--- config.mk ---
export PLATFORM = sky130hd
export DESIGN_NAME = adc_sensor_conditioner_flat
export DESIGN_NICKNAME = d
export VERILOG_FILES = /design/src/rtl/adc_sensor_conditioner_if.sv /design/src/rtl/adc_sensor_conditioner.sv /design/src/flat_wrapper.sv
export SDC_FILE = /design/constraint.sdc
export NUM_CORES = 1
export LEC_CHECK = 0
export BUFFER_PORTS_ARGS = -buffer_cell sky130_fd_sc_hd__buf_2
export CAP_MARGIN = 25
export CORE_MARGIN = 5
export CORE_UTILIZATION = 35
export CTS_CLUSTER_SIZE = 12
export DETAILED_ROUTE_END_ITERATION = 16
export SETUP_SLACK_MARGIN = 0.5
export SYNTH_ARGS = -nofsm -noshare
export SYNTH_HDL_FRONTEND = slang
export SYNTH_SLANG_ARGS = --single-unit
--- constraint.sdc ---
create_clock -name clk -period 26 [get_ports clk]
set_input_delay 5.2 -clock clk [delete_from_list [all_inputs] [get_ports clk]]
set_output_delay 5.2 -clock clk [all_outputs]
set_load 0.05 [all_outputs]
--- src/rtl/adc_sensor_conditioner_if.sv ---
// Signal bundle between the ADC front end and the sensor conditioner.
// The master side supplies the raw ADC codes; the slave side returns the conditioned results.
interface adc_sensor_conditioner_if;
    logic [7:0] adc_accel;
    logic [7:0] adc_cds;
    logic [7:0] avg_accel;
    logic [7:0] avg_cds;
    logic [6:0] throttle_pct;
    logic       night_mode;
    logic       sample_valid;
    logic       overrun;

    modport master (
        output adc_accel, adc_cds,
        input  avg_accel, avg_cds, throttle_pct, night_mode, sample_valid, overrun
    );

    modport slave (
        input  adc_accel, adc_cds,
        output avg_accel, avg_cds, throttle_pct, night_mode, sample_valid, overrun
    );
endinterface

--- src/rtl/adc_sensor_conditioner.sv ---
// Periodic sampling, boxcar averaging, dead-zoned throttle mapping via a serial divider,
// and a debounced, hysteretic night flag derived from the light sensor.
module adc_sensor_conditioner #(
    parameter int CLK_HZ     = 50000000,
    parameter int SAMPLE_HZ  = 1000,
    parameter int AVG_LOG2   = 3,
    parameter int DEAD_LO    = 16,
    parameter int DEAD_HI    = 240,
    parameter int DARK_ON    = 60,
    parameter int DARK_OFF   = 90,
    parameter int NIGHT_HOLD = 250
) (
    input logic                      clk,
    input logic                      rst,
    adc_sensor_conditioner_if.slave  bus
);
    localparam int PERIOD = CLK_HZ / SAMPLE_HZ;
    localparam int CNT_W  = $clog2(PERIOD);
    localparam int DEPTH  = 1 << AVG_LOG2;
    localparam int SUM_W  = 8 + AVG_LOG2;
    localparam int HOLD_W = $clog2(NIGHT_HOLD + 1);
    localparam logic [CNT_W-1:0] TICK_TERM = CNT_W'(PERIOD - 1);
    localparam logic [7:0]       DIVISOR   = 8'(DEAD_HI - DEAD_LO);

    localparam logic [1:0] IDLE  = 2'd0;
    localparam logic [1:0] ACCUM = 2'd1;
    localparam logic [1:0] DIV   = 2'd2;
    localparam logic [1:0] OUT   = 2'd3;

    // channel 0 = accelerator, channel 1 = light sensor
    logic [CNT_W-1:0]                tick_cnt_q;
    logic [1:0]                      state_q, state_d;
    logic [1:0][7:0]                 cap_q;
    logic [1:0][DEPTH-1:0][7:0]      buf_q;
    logic [1:0][SUM_W-1:0]           sum_q;
    logic [AVG_LOG2-1:0]             wr_ptr_q;
    logic [3:0]                      div_cnt_q;
    logic [7:0]                      rem_q;
    logic [14:0]                     quo_q;
    logic                            force_full_q;
    logic [HOLD_W-1:0]               hold_q;
    logic [7:0]                      avg_accel_q, avg_cds_q;
    logic [6:0]                      throttle_q;
    logic                            night_q, valid_q;

    logic       tick;
    logic [7:0] avg_a_new, avg_c_new, diff;
    logic [14:0] num;
    logic [8:0] trial;
    logic       trial_ge, dark_qual;

    assign tick      = (tick_cnt_q == TICK_TERM);
    assign avg_a_new = sum_q[0][SUM_W-1:AVG_LOG2];
    assign avg_c_new = sum_q[1][SUM_W-1:AVG_LOG2];
    assign diff      = avg_a_new - 8'(DEAD_LO);
    assign num       = (avg_a_new <= 8'(DEAD_LO)) ? 15'd0 : 15'(diff) * 15'd100;
    assign trial     = {rem_q, quo_q[14]};
    assign trial_ge  = (trial >= {1'b0, DIVISOR});
    assign dark_qual = night_q ? (avg_c_new > 8'(DARK_OFF)) : (avg_c_new < 8'(DARK_ON));

    always_comb begin
        state_d = state_q;
        case (state_q)
            IDLE:    if (tick) state_d = ACCUM;
            ACCUM:   state_d = DIV;
            DIV:     if (div_cnt_q == 4'd15) state_d = OUT;
            OUT:     state_d = IDLE;
            default: state_d = IDLE;
        endcase
    end

    always_ff @(posedge clk or posedge rst) begin
        if (rst) begin
            tick_cnt_q   <= '0;
            state_q      <= IDLE;
            cap_q        <= '0;
            buf_q        <= '0;
            sum_q        <= '0;
            wr_ptr_q     <= '0;
            div_cnt_q    <= '0;
            rem_q        <= '0;
            quo_q        <= '0;
            force_full_q <= 1'b0;
            hold_q       <= '0;
            avg_accel_q  <= '0;
            avg_cds_q    <= '0;
            throttle_q   <= '0;
            night_q      <= 1'b0;
            valid_q      <= 1'b0;
        end else begin
            tick_cnt_q <= tick ? '0 : tick_cnt_q + CNT_W'(1);
            state_q    <= state_d;
            valid_q    <= 1'b0;
            case (state_q)
                IDLE: if (tick) begin
                    cap_q[0] <= bus.adc_accel;
                    cap_q[1] <= bus.adc_cds;
                end
                ACCUM: begin
                    for (int c = 0; c < 2; c++) begin
                        sum_q[c] <= sum_q[c] - SUM_W'(buf_q[c][wr_ptr_q]) + SUM_W'(cap_q[c]);
                        buf_q[c][wr_ptr_q] <= cap_q[c];
                    end
                    wr_ptr_q  <= wr_ptr_q + AVG_LOG2'(1);
                    div_cnt_q <= '0;
                end
                DIV: begin
                    div_cnt_q <= div_cnt_q + 4'd1;
                    // first DIV cycle loads the numerator, the remaining 15 retire one quotient bit each
                    if (div_cnt_q == 4'd0) begin
                        rem_q        <= '0;
                        quo_q        <= num;
                        force_full_q <= (avg_a_new >= 8'(DEAD_HI));
                    end else begin
                        rem_q <= trial_ge ? 8'(trial - {1'b0, DIVISOR}) : trial[7:0];
                        quo_q <= {quo_q[13:0], trial_ge};
                    end
                end
                OUT: begin
                    avg_accel_q <= avg_a_new;
                    avg_cds_q   <= avg_c_new;
                    throttle_q  <= force_full_q ? 7'd100 : quo_q[6:0];
                    valid_q     <= 1'b1;
                    if (dark_qual) begin
                        if (hold_q == HOLD_W'(NIGHT_HOLD - 1)) begin
                            night_q <= ~night_q;
                            hold_q  <= '0;
                        end else begin
                            hold_q <= hold_q + HOLD_W'(1);
                        end
                    end else begin
                        hold_q <= '0;
                    end
                end
                default: ;
            endcase
        end
    end

    assign bus.avg_accel    = avg_accel_q;
    assign bus.avg_cds      = avg_cds_q;
    assign bus.throttle_pct = throttle_q;
    assign bus.night_mode   = night_q;
    assign bus.sample_valid = valid_q;
    // a tick seen outside IDLE is simply dropped
    assign bus.overrun      = tick && (state_q != IDLE);
endmodule

--- src/flat_wrapper.sv ---
// flat-port wrapper written by rule: the top's interface ports become plain ports
module adc_sensor_conditioner_flat 
#(
    parameter int CLK_HZ     = 50000000,
    parameter int SAMPLE_HZ  = 1000,
    parameter int AVG_LOG2   = 3,
    parameter int DEAD_LO    = 16,
    parameter int DEAD_HI    = 240,
    parameter int DARK_ON    = 60,
    parameter int DARK_OFF   = 90,
    parameter int NIGHT_HOLD = 250
)
  (clk, rst, bus_adc_accel, bus_adc_cds, bus_avg_accel, bus_avg_cds, bus_throttle_pct, bus_night_mode, bus_sample_valid, bus_overrun);
  adc_sensor_conditioner_if bus_i ();
  input logic clk;
  input logic rst;
  input wire logic [$bits(bus_i.adc_accel)-1:0] bus_adc_accel;
  input wire logic [$bits(bus_i.adc_cds)-1:0] bus_adc_cds;
  output wire logic [$bits(bus_i.avg_accel)-1:0] bus_avg_accel;
  output wire logic [$bits(bus_i.avg_cds)-1:0] bus_avg_cds;
  output wire logic [$bits(bus_i.throttle_pct)-1:0] bus_throttle_pct;
  output wire logic [$bits(bus_i.night_mode)-1:0] bus_night_mode;
  output wire logic [$bits(bus_i.sample_valid)-1:0] bus_sample_valid;
  output wire logic [$bits(bus_i.overrun)-1:0] bus_overrun;
  assign bus_i.adc_accel = bus_adc_accel;
  assign bus_i.adc_cds = bus_adc_cds;
  assign bus_avg_accel = bus_i.avg_accel;
  assign bus_avg_cds = bus_i.avg_cds;
  assign bus_throttle_pct = bus_i.throttle_pct;
  assign bus_night_mode = bus_i.night_mode;
  assign bus_sample_valid = bus_i.sample_valid;
  assign bus_overrun = bus_i.overrun;
  adc_sensor_conditioner #(.CLK_HZ(CLK_HZ), .SAMPLE_HZ(SAMPLE_HZ), .AVG_LOG2(AVG_LOG2), .DEAD_LO(DEAD_LO), .DEAD_HI(DEAD_HI), .DARK_ON(DARK_ON), .DARK_OFF(DARK_OFF), .NIGHT_HOLD(NIGHT_HOLD)) u_core (.clk(clk), .rst(rst), .bus(bus_i));
endmodule
After elaboration in Yosys (flattened, before gate mapping)
Cells that the tools add are included.
{"block": "op_classes", "add_sub_neg": 10, "multipliers": 1, "order_cmp": 7, "n_eq_ne": 8, "mux": 22, "bitwise": 1, "n_reduce_logical": 10}
{"cell": "64-bit bitwise mux", "n": 2}
{"cell": "8-bit 2-to-1 mux", "n": 7}
{"cell": "8-bit binary-select mux with 3-bit select", "n": 2}
{"cell": "15-bit 2-to-1 mux", "n": 2}
{"cell": "8-bit demux with 3-bit select", "n": 1}
{"cell": "11-bit by 8-bit adder with 11-bit output", "n": 2}
{"cell": "11-bit by 8-bit subtractor with 11-bit output", "n": 2}
{"cell": "16-bit by 1-bit adder with 16-bit output (second input constant)", "n": 1}
{"cell": "16-bit equality test (second input constant)", "n": 1}
{"cell": "16-bit 2-to-1 mux", "n": 1}
{"cell": "8-bit by 5-bit multiplier with 13-bit output (second input constant)", "n": 1}
{"cell": "9-bit by 8-bit >= comparator with 1-bit output (second input constant)", "n": 1}
{"cell": "8-bit by 1-bit adder with 8-bit output (second input constant)", "n": 1}
{"cell": "8-bit equality test (second input constant)", "n": 1}
{"cell": "8-bit >= comparator (second input constant)", "n": 1}
{"cell": "8-bit by 7-bit greater-than comparator with 1-bit output (second input constant)", "n": 1}
{"cell": "8-bit by 5-bit <= comparator with 1-bit output (second input constant)", "n": 1}
{"cell": "8-bit by 6-bit < comparator with 1-bit output (second input constant)", "n": 1}
{"cell": "2-bit case mux with 4 select lines", "n": 1}
{"cell": "4-bit case mux with 2 select lines", "n": 1}
{"cell": "8-bit by 5-bit subtractor with 8-bit output (second input constant)", "n": 1}
{"cell": "8-bit subtractor (second input constant)", "n": 1}
{"cell": "7-bit 2-to-1 mux", "n": 1}
{"cell": "2-bit AND reduction", "n": 3}
{"cell": "other kinds (16)", "n": 22}
{"block": "totals", "ff_bits": 248, "inputBits": 18, "word_cells": 92}

Logic depth before layout (Yosys ltp)
Gate-level depths: netlist of run 1.
{"block": "depth", "word_depth": 5, "mapped_depth": 15}

Worst setup path after synthesis of run 1
OpenSTA, ideal clock, no wires.
{"block": "synth_path", "kind": "register to output", "startpoint": "register u_core.tick_cnt_q[12]", "endpoint": "output bus_overrun", "arrival_time_ps": 1911, "t_required_ps": 20800, "slack_ps": 18889, "path_stages_with_launch": 5, "n_path_buf": 0, "path_cell_list": "dfrtp_1 > or4_4 > nor3_2 > nand2_1 > nor2_1"}
{"block": "synth_between", "elab_chain_cells": 2}
{"item": "from (decl)", "line": "adc_sensor_conditioner.sv:31", "source": "logic [CNT_W-1:0] tick_cnt_q;"}
{"item": "from (signal assigned)", "line": "adc_sensor_conditioner.sv:91", "source": "tick_cnt_q <= tick ? '0 : tick_cnt_q + CNT_W'(1);"}
{"item": "16-bit equality test", "line": "adc_sensor_conditioner.sv:52", "source": "assign tick = (tick_cnt_q == TICK_TERM);"}
{"item": "1-bit logical AND", "line": "adc_sensor_conditioner.sv:146", "source": "assign bus.overrun = tick && (state_q != IDLE);"}
{"item": "to (decl)", "line": "flat_wrapper.sv:24", "source": "output wire logic [$bits(bus_i.overrun)-1:0] bus_overrun;"}
No other way between the ends.

Final worst setup path of run 1
Same ends and word-level chain as after synthesis.

==> results of run 1 <==
-- worst paths after layout --
path | start | to | slack (ns) | cells past startpoint
max | u_core.tick_cnt_q[12]$_DFF_PP0_ | bus_overrun | 18.50 | 5
min | u_core.buf_q[29]$_DFFE_PP0P_ | u_core.buf_q[29]$_DFFE_PP0P_ | 0.47 | 2
max reg2reg | u_core.wr_ptr_q[0]$_DFFE_PP0P_ | u_core.avg_a_new[7]$_DFFE_PP0P_ | 21.53 | 11
min reg2reg | u_core.buf_q[29]$_DFFE_PP0P_ | u_core.buf_q[29]$_DFFE_PP0P_ | 0.47 | 2
max in group asynchronous | rst | u_core.buf_q[64]$_DFFE_PP0P_ | 19.35 | 4
min in group asynchronous | rst | u_core.tick_cnt_q[3]$_DFF_PP0_ | 4.74 | 2
-- per-stage QoR --
stage | utilization, % | hold slack [ns] | area [µm²] | total power, mW
after floorplan | - | 0.445 | 12900 | 0.399
after global placement | 37.4 | 0.456 | 13600 | 0.403
after detailed placement | 37.4 | 0.467 | 13600 | 0.403
after CTS | 40.0 | 0.480 | 14600 | 0.801
after global routing | 40.0 | 0.506 | 14600 | 0.818
final | 40.0 | 0.474 | 14600 | 0.788
-- worst max-delay path, stage by stage (launching register included) --
cell and delay [ns]:
sky130_fd_sc_hd__dfrtp_1 0.41, sky130_fd_sc_hd__or4_4 0.56, sky130_fd_sc_hd__nor3_2 0.24, sky130_fd_sc_hd__nand2_1 0.15
sky130_fd_sc_hd__nor2_1 0.12, sky130_fd_sc_hd__buf_2 0.27
-- power by group through the flow --
stage	Clock [mW]	Sequential [mW]	Combinational, mW
2_1_floorplan	0	0.393	0.00560
3_3_place_gp	0	0.393	0.00973
3_5_place_dp	0	0.393	0.0104
4_1_cts	0.404	0.386	0.0104
5_1_grt	0.421	0.386	0.0117
6_report	0.393	0.386	0.00959
-- cell usage after synthesis, types with 4 or more instances --
| library cell | count | area share [%] |
|---|---|---|
| sky130_fd_sc_hd__a22o_1 | 8 | 0.54 |
| sky130_fd_sc_hd__buf_2 | 9 | 0.35 |
| sky130_fd_sc_hd__nand2_1 | 104 | 3.0 |
| sky130_fd_sc_hd__buf_1 | 10 | 0.29 |
| sky130_fd_sc_hd__nand4_1 | 6 | 0.29 |
| sky130_fd_sc_hd__and3_1 | 5 | 0.24 |
| sky130_fd_sc_hd__a21oi_1 | 25 | 0.97 |
| sky130_fd_sc_hd__o211ai_1 | 4 | 0.23 |
| sky130_fd_sc_hd__nand3_1 | 21 | 0.82 |
| sky130_fd_sc_hd__o22ai_1 | 8 | 0.39 |
| sky130_fd_sc_hd__xnor2_1 | 10 | 0.68 |
| sky130_fd_sc_hd__inv_1 | 97 | 2.8 |
| sky130_fd_sc_hd__nand3b_1 | 4 | 0.23 |
| sky130_fd_sc_hd__ha_1 | 74 | 7.2 |
| sky130_fd_sc_hd__a22oi_1 | 8 | 0.47 |
| sky130_fd_sc_hd__mux4_2 | 32 | 5.6 |
| sky130_fd_sc_hd__dfrtp_1 | 248 | 48 |
| sky130_fd_sc_hd__a21o_1 | 12 | 0.70 |
| sky130_fd_sc_hd__nand4b_1 | 5 | 0.34 |
| sky130_fd_sc_hd__mux2_2 | 104 | 9.1 |
| sky130_fd_sc_hd__nand2b_1 | 6 | 0.29 |
| sky130_fd_sc_hd__o221ai_1 | 6 | 0.41 |
| sky130_fd_sc_hd__a211oi_1 | 9 | 0.52 |
| sky130_fd_sc_hd__clkbuf_1 | 23 | 0.67 |
| sky130_fd_sc_hd__nor2_1 | 31 | 0.90 |
| sky130_fd_sc_hd__nor3_1 | 12 | 0.47 |
| sky130_fd_sc_hd__fa_1 | 19 | 3.0 |
| sky130_fd_sc_hd__o21bai_1 | 5 | 0.29 |
| sky130_fd_sc_hd__o211a_1 | 4 | 0.31 |
| sky130_fd_sc_hd__o21ai_0 | 94 | 3.7 |
| sky130_fd_sc_hd__mux2i_1 | 13 | 1.0 |
| sky130_fd_sc_hd__o2bb2ai_1 | 6 | 0.41 |
| sky130_fd_sc_hd__a211o_1 | 6 | 0.41 |
| sky130_fd_sc_hd__o21ai_1 | 15 | 0.58 |
| sky130_fd_sc_hd__xor2_1 | 23 | 1.6 |
-- per-layer routing --
layer  global-route usage [%]  share of wire [%]  vias to the layer above
met5                        0                  0                        -
met4                     2.78                1.5                        0
met3                     2.17                3.5                       34
met2                     22.0                 46                      108
met1                     19.4                 49                     4173
li1                         -                  -                     4029
-- final cells by class --
class	instances	area (µm²)
Multi-Input combinational cell	720	6100
Sequential cell	248	6210
Clock inverter	11	119
Inverter	98	375
Tap cell	468	586
Timing Repair Buffer	61	370
Fill cell	3516	21900
Clock buffer	40	806
-- state kept, by name (all words and copies together), names as in the netlist, 2 cells and up --
signal / cells
u_core.buf_q: 128
u_core.cap_q: 16
u_core.tick_cnt_q: 16
u_core.quo_q: 15
u_core.avg_a_new: 8
u_core.avg_c_new: 8
u_core.bus.avg_accel: 8
u_core.bus.avg_cds: 8
u_core.hold_q: 8
u_core.rem_q: 8
u_core.bus.throttle_pct: 7
u_core.sum_q: 6
u_core.div_cnt_q: 4
u_core.wr_ptr_q: 3
u_core.state_q: 2
-- cell families after synthesis --
logic type	after synthesis	synth area share, %
buffers and inverters	144	4.49
multiplexers	151	15.9
XOR/XNOR	33	2.24
AO/OA/AOI/OAI	229	11.1
adder cells (fa/ha/maj)	93	10.1
flip-flops	248	48.2
AND/OR/NAND/NOR	214	7.97
==> metrics.sh, run 1 <==
DETAILED_ROUTE_WIRE_LENGTH_PER_CELL_UM=16.6
WORST_HOLD_PATH_TYPE='flop to flop'
INITIAL_UTILIZATION_PCT=35.4
TIMING.CRITICAL_PATH.FANOUT_MAX=4
CLOCK_TREE_SINKS=248
FINALWORSTSETUPSLACK_NS=18.50
BUFFER_PORTS.INSERTED=43
FIRST_GLOBAL_VIAS=8734
IRDROPWORSTVDD_uV=49.1
P_CLK_SHARE_PCT=49.8
GRT_START_MAX_NET_PINS=98
SYN-CELL-AREA_UM2=12900
CRIT_ARRIVAL_NS=2.30
COMB_POWER_SHARE_PCT=1.2
SYN_NETS=1223
CTS-HTREE-LEVELS=1
YOSYS_REGISTER_BITS=248
CLK_PIN_SLEW_NS=0.06
NUMBER_OF_MAX_CAPACITANCE_VIOLATIONS_REPORTED=0
CTS_SETUP_BUFFERS=0
PLACED_CELLS_INCL_TAPS=1595
DIE_W_UM=202
STATUS='completed'
YS_WARN_COUNT=0
CORE_REGION_AREA_UM2=36400
DIE_AR_UM2=40700
VIA_CELL_RATIO=5.07
HIGHEST_COUNT_CELLS_IN_THE_LAYOUT_IGNORING_FILL_AND_TAPS='247 x sky130_fd_sc_hd__dfrtp_1, 104 x sky130_fd_sc_hd__nand2_1, 104 x sky130_fd_sc_hd__mux2_2'
SEQ_POWER_SHARE_PCT=49.0
WL_MM=27.3
PERIOD_NEEDED_NS=7.50
INTERNAL_POWER_mW=0.622
FINAL-SETUP-VIOL-COUNT=0
SYN_AVG_CELL_AREA_UM2=11.6
CLKLATENCYLATEPIN_NS=0.54
WORST-SETUP-PATH-TYPE='flop to output port'
NUMCTSBUFFERS=28
DETAILED_PLACE_HPWL_MM=18.6
DRV_SLEW=0
DRT_PASS1_ITERATIONS=4
NUMBER_OF_NETS_STILL_FAILING_ANTENNA_CHECKS_AFTER_ROUTING=0
CP-END-KIND='output port'
SYNTH_ENABLE_FLOP_CELLS=0
SYNTH_TOP_FLOP_CELL='sky130_fd_sc_hd__dfrtp_1'
GLOBALROUTE.TOTALOVERFLOW=0
CRITPATHLAUNCHTYPE='flop'
FINALSETUPTNS_NS=0
DRIVE_GT1_SHARE_PCT=21.8
SYNTH-SEQ-AREA-SHARE_PCT=48.2
CELLLEAKAGEPOWER_nW=6.98
NUMBER_OF_ROWS_CREATED_AT_FLOORPLAN=70
CELLPOWERDENSITY_nW_PER_UM2=54.1
SYNTHDISTINCTLIBCELLS=63
MASTER_CELL_OF_THE_CLOCK_ROOT_BUFFER='sky130_fd_sc_hd__clkbuf_16'
RSZ_0062_RAISED_AFTER_GLOBAL_ROUTING='no'
ROUTED-VIA-COUNT=8344
POSTSYNTHCELLCOUNT=1112
FINAL_COMMON_CELL='sky130_fd_sc_hd__dfrtp_1'
NUM-NETS-FINAL=1268
CTS_HOLD_REPAIR.BUFFERS=0
GRT_TOTAL_USAGE_PCT=13.5
WORST_CLOCK_SKEW_NS=0.00918
ACHIEVABLE-FREQUENCY_MHz=133
FINALHOLDVIOLATIONS=0
MAX_SLEW.WORST_PIN.SLEW_NS=0.939
DRT_FIRST_ITER_VIOLATIONS=399
DIE_HEIGHT_UM=202
GLOBALPLACE.CONGESTION=0.783
TIMING.FINAL.CRIT_SHARE_PCT=28.8
TRITONCTS='yes'
CTS.PATH.MAX_BUFFERS=3
NET-SWITCHING-POWER_mW=0.166
DIODES=0
WORST_SLEW_MARGIN_REL_PCT=37.2
WORST_SETUP_SLACK_AFTER_PLACEMENT_NS=18.69
POWER.SWITCHING_FRACTION_PCT=21.0
POST_LAYOUT_NONFILLER_INSTANCES=1646
ANTENNA_VIOLATIONS_BEFORE_REPAIR=0
I_O_PINS=44
GRT_FIRST_PASS_WIRELENGTH_MM=46.5
REQUIRED_NS=20.80
CTSRESIZECOUNT=0
AREA.GROWTH.SYNTH_TO_FINAL_PCT=13.1
DRT_DRC_VIOLATIONS_LEFT=0
YS_ASYNC_SR_FRACTION_PCT=100
(Power assumes the default switching activity.)
==> run 2: changes to the inputs <==
--- a/config.mk
+++ b/config.mk
@@ -5,6 +5,7 @@
 export SDC_FILE = /design/constraint.sdc
 export NUM_CORES = 1
 export LEC_CHECK = 0
+export ABC_AREA = 1
 export BUFFER_PORTS_ARGS = -buffer_cell sky130_fd_sc_hd__buf_2
 export CAP_MARGIN = 25
 export CORE_MARGIN = 5
==> constraint.sdc (replaced) <==
create_clock -name clk -period 7.45 [get_ports clk]
set_input_delay 1.49 -clock clk [delete_from_list [all_inputs] [get_ports clk]]
set_output_delay 1.49 -clock clk [all_outputs]
set_load 0.05 [all_outputs]
==> run 2 against run 1 <==
  * Wire length rose by 10%
  * Core utilization up 0.32 points
  * Die area is 2.7% higher
  * Combinational power rose to 3.5 times the previous value
  * Register-to-register slack got worse by 18 ns
  * Largest cell class unchanged
  * Critical endpoint unchanged
  * Highest routed layer unchanged
  * Critical path depth is 1 higher
  * Global-route usage increased by 0.88 points
  * Final area grew 3.7%
  * Area after synthesis increased by 2.9%
==> metrics.sh, run 2 <==
WORST-SETUP-PATH-TYPE='flop to output port'
CRITPATHMOSTFREQUENTCELL='sky130_fd_sc_hd__nor2_1'
HOLDWS_NS=0.462
SYNTH.TOP_CELLS.BY_COUNT='411 x sky130_fd_sc_hd__nand2_1, 248 x sky130_fd_sc_hd__dfrtp_1, 219 x sky130_fd_sc_hd__o21ai_0, 195 x sky130_fd_sc_hd__inv_1, 83 x sky130_fd_sc_hd__nor2_1'
ROUTED-VIA-COUNT=10400
CELLPOWERDENSITY_nW_PER_UM2=193
BUFFER_PORTS.INSERTED=43
NUMBER_OF_MAX_CAPACITANCE_VIOLATIONS_REPORTED=0
CELL_TYPE_OF_THE_SLOWEST_STAGE_ON_THE_WORST_TIMING_PATH='sky130_fd_sc_hd__dfrtp_1'
FIRST_GLOBAL_VIAS=9865
GLOBALROUTE.TOTALOVERFLOW=0
CORE_REGION_AREA_UM2=37500
WORST_HOLD_PATH_TYPE='flop to flop'
DRV_SLEW=0
FINALCOREUTILIZATION_PCT=40.3
MAX_SLEW.WORST_PIN.SLEW_NS=1.01
CTSRESIZECOUNT=0
CLOCK_TREE_SINKS=248
TIMING.HOLD.WORST_ENDPOINT='u_core.tick_cnt_q[0]$_DFF_PP0_'
INITIAL_UTILIZATION_PCT=35.3
RSZ_0062_RAISED_AFTER_GLOBAL_ROUTING='no'
YOSYSTOPAREACELLSHARE_PCT=46.8
R2R.WORST_PATH.CELLS=15
SYNTH_TOP_FLOP_CELL='sky130_fd_sc_hd__dfrtp_1'
CELLLEAKAGEPOWER_nW=7.41
P_CLK_SHARE_PCT=52.5
DIE_W_UM=205
IRDROPWORSTVDD_uV=163
CRIT-REG2REG-LAUNCH='u_core.wr_ptr_q[0]$_DFFE_PP0P_'
SYN-CELL-AREA_UM2=13300
HOLDCRITSTARTPOINT='u_core.tick_cnt_q[0]$_DFF_PP0_'
ACHIEVABLE-FREQUENCY_MHz=277
REQUIRED_NS=5.96
WORST_CLOCK_SKEW_NS=0.0213
CRIT_PATH_CELL_TRACE='ha_1 -> nand3_1 -> nor2_1 -> nand2_2 -> nor2_1 -> buf_2'
YOSYS.CELL_COUNT.TOP_TYPE='sky130_fd_sc_hd__nand2_1'
DIODES=0
STATUS='completed'
NET-SWITCHING-POWER_mW=0.589
WL_MM=30.1
SEQ_POWER_SHARE_PCT=46.3
INTERNAL_POWER_mW=2.32
TRITONCTS='yes'
CP-END-KIND='output port'
FINAL_COMMON_CELL='sky130_fd_sc_hd__nand2_1'
CP.BUFFERS_INVERTERS=1
YOSYS_REGISTER_BITS=248
REGISTERS.TOP_BY_FF_COUNT='u_core.buf_q'
WORST-R2R-SETUP-SLACK_NS=4.02
VIA_CELL_RATIO=4.85
DETAILED_PLACE_HPWL_MM=20.6
TIMING.RR.END='u_core.avg_a_new[2]$_DFFE_PP0P_'
GRT_FIRST_PASS_WIRELENGTH_MM=50.7
SYN_AVG_CELL_AREA_UM2=8.35
DRT_FIRST_ITER_VIOLATIONS=828
SYNTH_TOP_AREA_CELL='sky130_fd_sc_hd__dfrtp_1'
YS_WARN_COUNT=0
SYN_NETS=1698
PLACEMENT.CELL_AREA_UM2=13900
FINAL-SETUP-VIOL-COUNT=0
ANTENNA_VIOLATIONS_BEFORE_REPAIR=0
CRITICAL-PATH-MAX-STAGE-DELAY_NS=0.37
SYNTH_ENABLE_FLOP_CELLS=0
PERIOD_NEEDED_NS=3.61
TIMING.FINAL.CRIT_SHARE_PCT=48.5
FINALSETUPTNS_NS=0
DIE_AR_UM2=41900
COMB_POWER_SHARE_PCT=1.1
GRT_START_MAX_NET_PINS=168
I_O_PINS=44
MASTER_CELL_OF_THE_CLOCK_ROOT_BUFFER='sky130_fd_sc_hd__clkbuf_16'
DRT_DRC_VIOLATIONS_LEFT=0
MAX_REG_FLOPS=128
WORST_SLEW_MARGIN_REL_PCT=32.9
FINALHOLDVIOLATIONS=0
YS_ASYNC_SR_FRACTION_PCT=100
BIGGESTREGSBYFLOPS='u_core.buf_q (128), u_core.cap_q (16), u_core.tick_cnt_q (16)'
DIE_HEIGHT_UM=205
POWER.SWITCHING_FRACTION_PCT=20.3
POSTLAYOUTCELLAREA_UM2=15100
CRITPATHLAUNCHTYPE='flop'
GLOBALPLACE.CONGESTION=0.866
POWER.TOTAL_mW=2.91
CLKLATENCYLATEPIN_NS=0.55
CLK_PIN_SLEW_NS=0.06
CRITICAL-PATH-TOP-DELAY-FAMILY='simple AND/OR/NAND/NOR gates'
CTS_HOLD_REPAIR.BUFFERS=0
POSTSYNTHCELLCOUNT=1587
CTS-HTREE-LEVELS=1
DETAILED_ROUTE_WIRE_LENGTH_PER_CELL_UM=14.1
DRIVE_GT1_SHARE_PCT=7.59
NUM-NETS-FINAL=1722
CTS.PATH.MAX_BUFFERS=3
TIMING.CRITICAL_PATH.FANOUT_MAX=5
NUMBER_OF_ROWS_CREATED_AT_FLOORPLAN=71
HOLD_PATH_DEPTH=1
GRT_TOTAL_USAGE_PCT=14.4
SYNTH-SEQ-AREA-SHARE_PCT=46.8
CP-STARTPOINT='u_core.tick_cnt_q[0]$_DFF_PP0_'
AREA.GROWTH.SYNTH_TO_FINAL_PCT=14.0
NUMBER_OF_NETS_STILL_FAILING_ANTENNA_CHECKS_AFTER_ROUTING=0
SYNTHDISTINCTLIBCELLS=37
POST_SYNTH_MAIN_AREA_CONTRIBUTORS='sky130_fd_sc_hd__dfrtp_1 47%, sky130_fd_sc_hd__nand2_1 12%, sky130_fd_sc_hd__o21ai_0 8.3%'
HIGHEST_COUNT_CELLS_IN_THE_LAYOUT_IGNORING_FILL_AND_TAPS='411 x sky130_fd_sc_hd__nand2_1, 247 x sky130_fd_sc_hd__dfrtp_1, 219 x sky130_fd_sc_hd__o21ai_0'
NUMCTSBUFFERS=29
DRT_PASS1_ITERATIONS=5
CRIT_ARRIVAL_NS=2.12
CTS_SETUP_BUFFERS=0
[run 2: cell types whose count changed after synthesis, sizes merged, moves of 11 or more]
cell     before  now
o21a          3   32
mux2        106    0
o211ai        4   15
a21o         12    0
o2111ai       0   15
nand3        21   66
nor2         31   88
o22ai         8   21
inv          97  198
nand2       104  414
mux2i        13    0
o21ai       109  226
mux4         32    0
[run 2: stage by stage]
step / instances / setup slack [ns]
3_5_place_dp: 2086 / 3.96
4_1_cts: 2140 / 3.77
3_3_place_gp: 2084 / 3.97
5_1_grt: 2145 / 3.67
2_1_floorplan: 1587 / 2.70
6_report: 2145 / 3.84
[run 2: metal layers]
layer	track usage [%]	vias to the layer above	wire (µm)
li1	-	5237	-
met1	21.8	4903	15100
met2	22.2	229	12900
met3	2.25	35	1700
met4	2.54	0	445
met5	0	-	0
[run 2: power by group through the flow]
stage,sequential (mW),combinational [mW],clock [mW]
2_1_floorplan,1.37,0.0197,0
3_3_place_gp,1.37,0.0343,0
3_5_place_dp,1.37,0.0345,0
4_1_cts,1.35,0.0346,1.57
5_1_grt,1.35,0.0404,1.62
6_report,1.35,0.0333,1.53
[run 2: cell type report]
type                    instances  area, µm²
multi-input cells            1077       6020
clock inverters                12        195
well taps                     511        639
repair buffers                 56        440
clock buffers                  42        855
flip-flops and latches        248       6210
inverters                     199        751
fillers                      3797      22400
[run 2: cells by family after synthesis]
kind of cell             Yosys count  synth area share (%)
AND/OR/NAND/NOR                  611                  19.0
AO/OA/AOI/OAI                    354                  15.3
buffers and inverters            262                  7.75
flip-flops                       248                  46.8
adder cells (fa/ha/maj)           93                  9.86
XOR/XNOR                          19                  1.26
[run 2: worst max-delay path by stage]
| stage | end | slack [ns] | depth (start not counted) |
|---|---|---|---|
| floorplan | u_core.avg_a_new[0]$_DFFE_PP0P_ | 2.70 | 1 |
| global placement | u_core.avg_c_new[6]$_DFFE_PP0P_ | 3.97 | 14 |
| detailed placement | u_core.avg_c_new[6]$_DFFE_PP0P_ | 3.96 | 14 |
| CTS | bus_overrun | 3.77 | 6 |
| global route | u_core.avg_c_new[7]$_DFFE_PP0P_ | 3.67 | 14 |
| finish | bus_overrun | 3.84 | 6 |
[run 2: worst register-to-register path, stage by stage, from the launching register on]
cell and delay [ns]:
sky130_fd_sc_hd__dfrtp_2 0.40, sky130_fd_sc_hd__inv_1 0.58, sky130_fd_sc_hd__buf_4 0.42, sky130_fd_sc_hd__o21a_1 0.17, sky130_fd_sc_hd__o21ai_0 0.09, sky130_fd_sc_hd__o2111ai_1 0.16, sky130_fd_sc_hd__fa_1 0.46, sky130_fd_sc_hd__inv_1 0.11
sky130_fd_sc_hd__ha_1 0.25, sky130_fd_sc_hd__nand3_1 0.09, sky130_fd_sc_hd__nand3_1 0.18, sky130_fd_sc_hd__nand2_1 0.11, sky130_fd_sc_hd__nand2_1 0.08, sky130_fd_sc_hd__nand2_1 0.08, sky130_fd_sc_hd__nand2_1 0.05, sky130_fd_sc_hd__o22ai_1 0.13
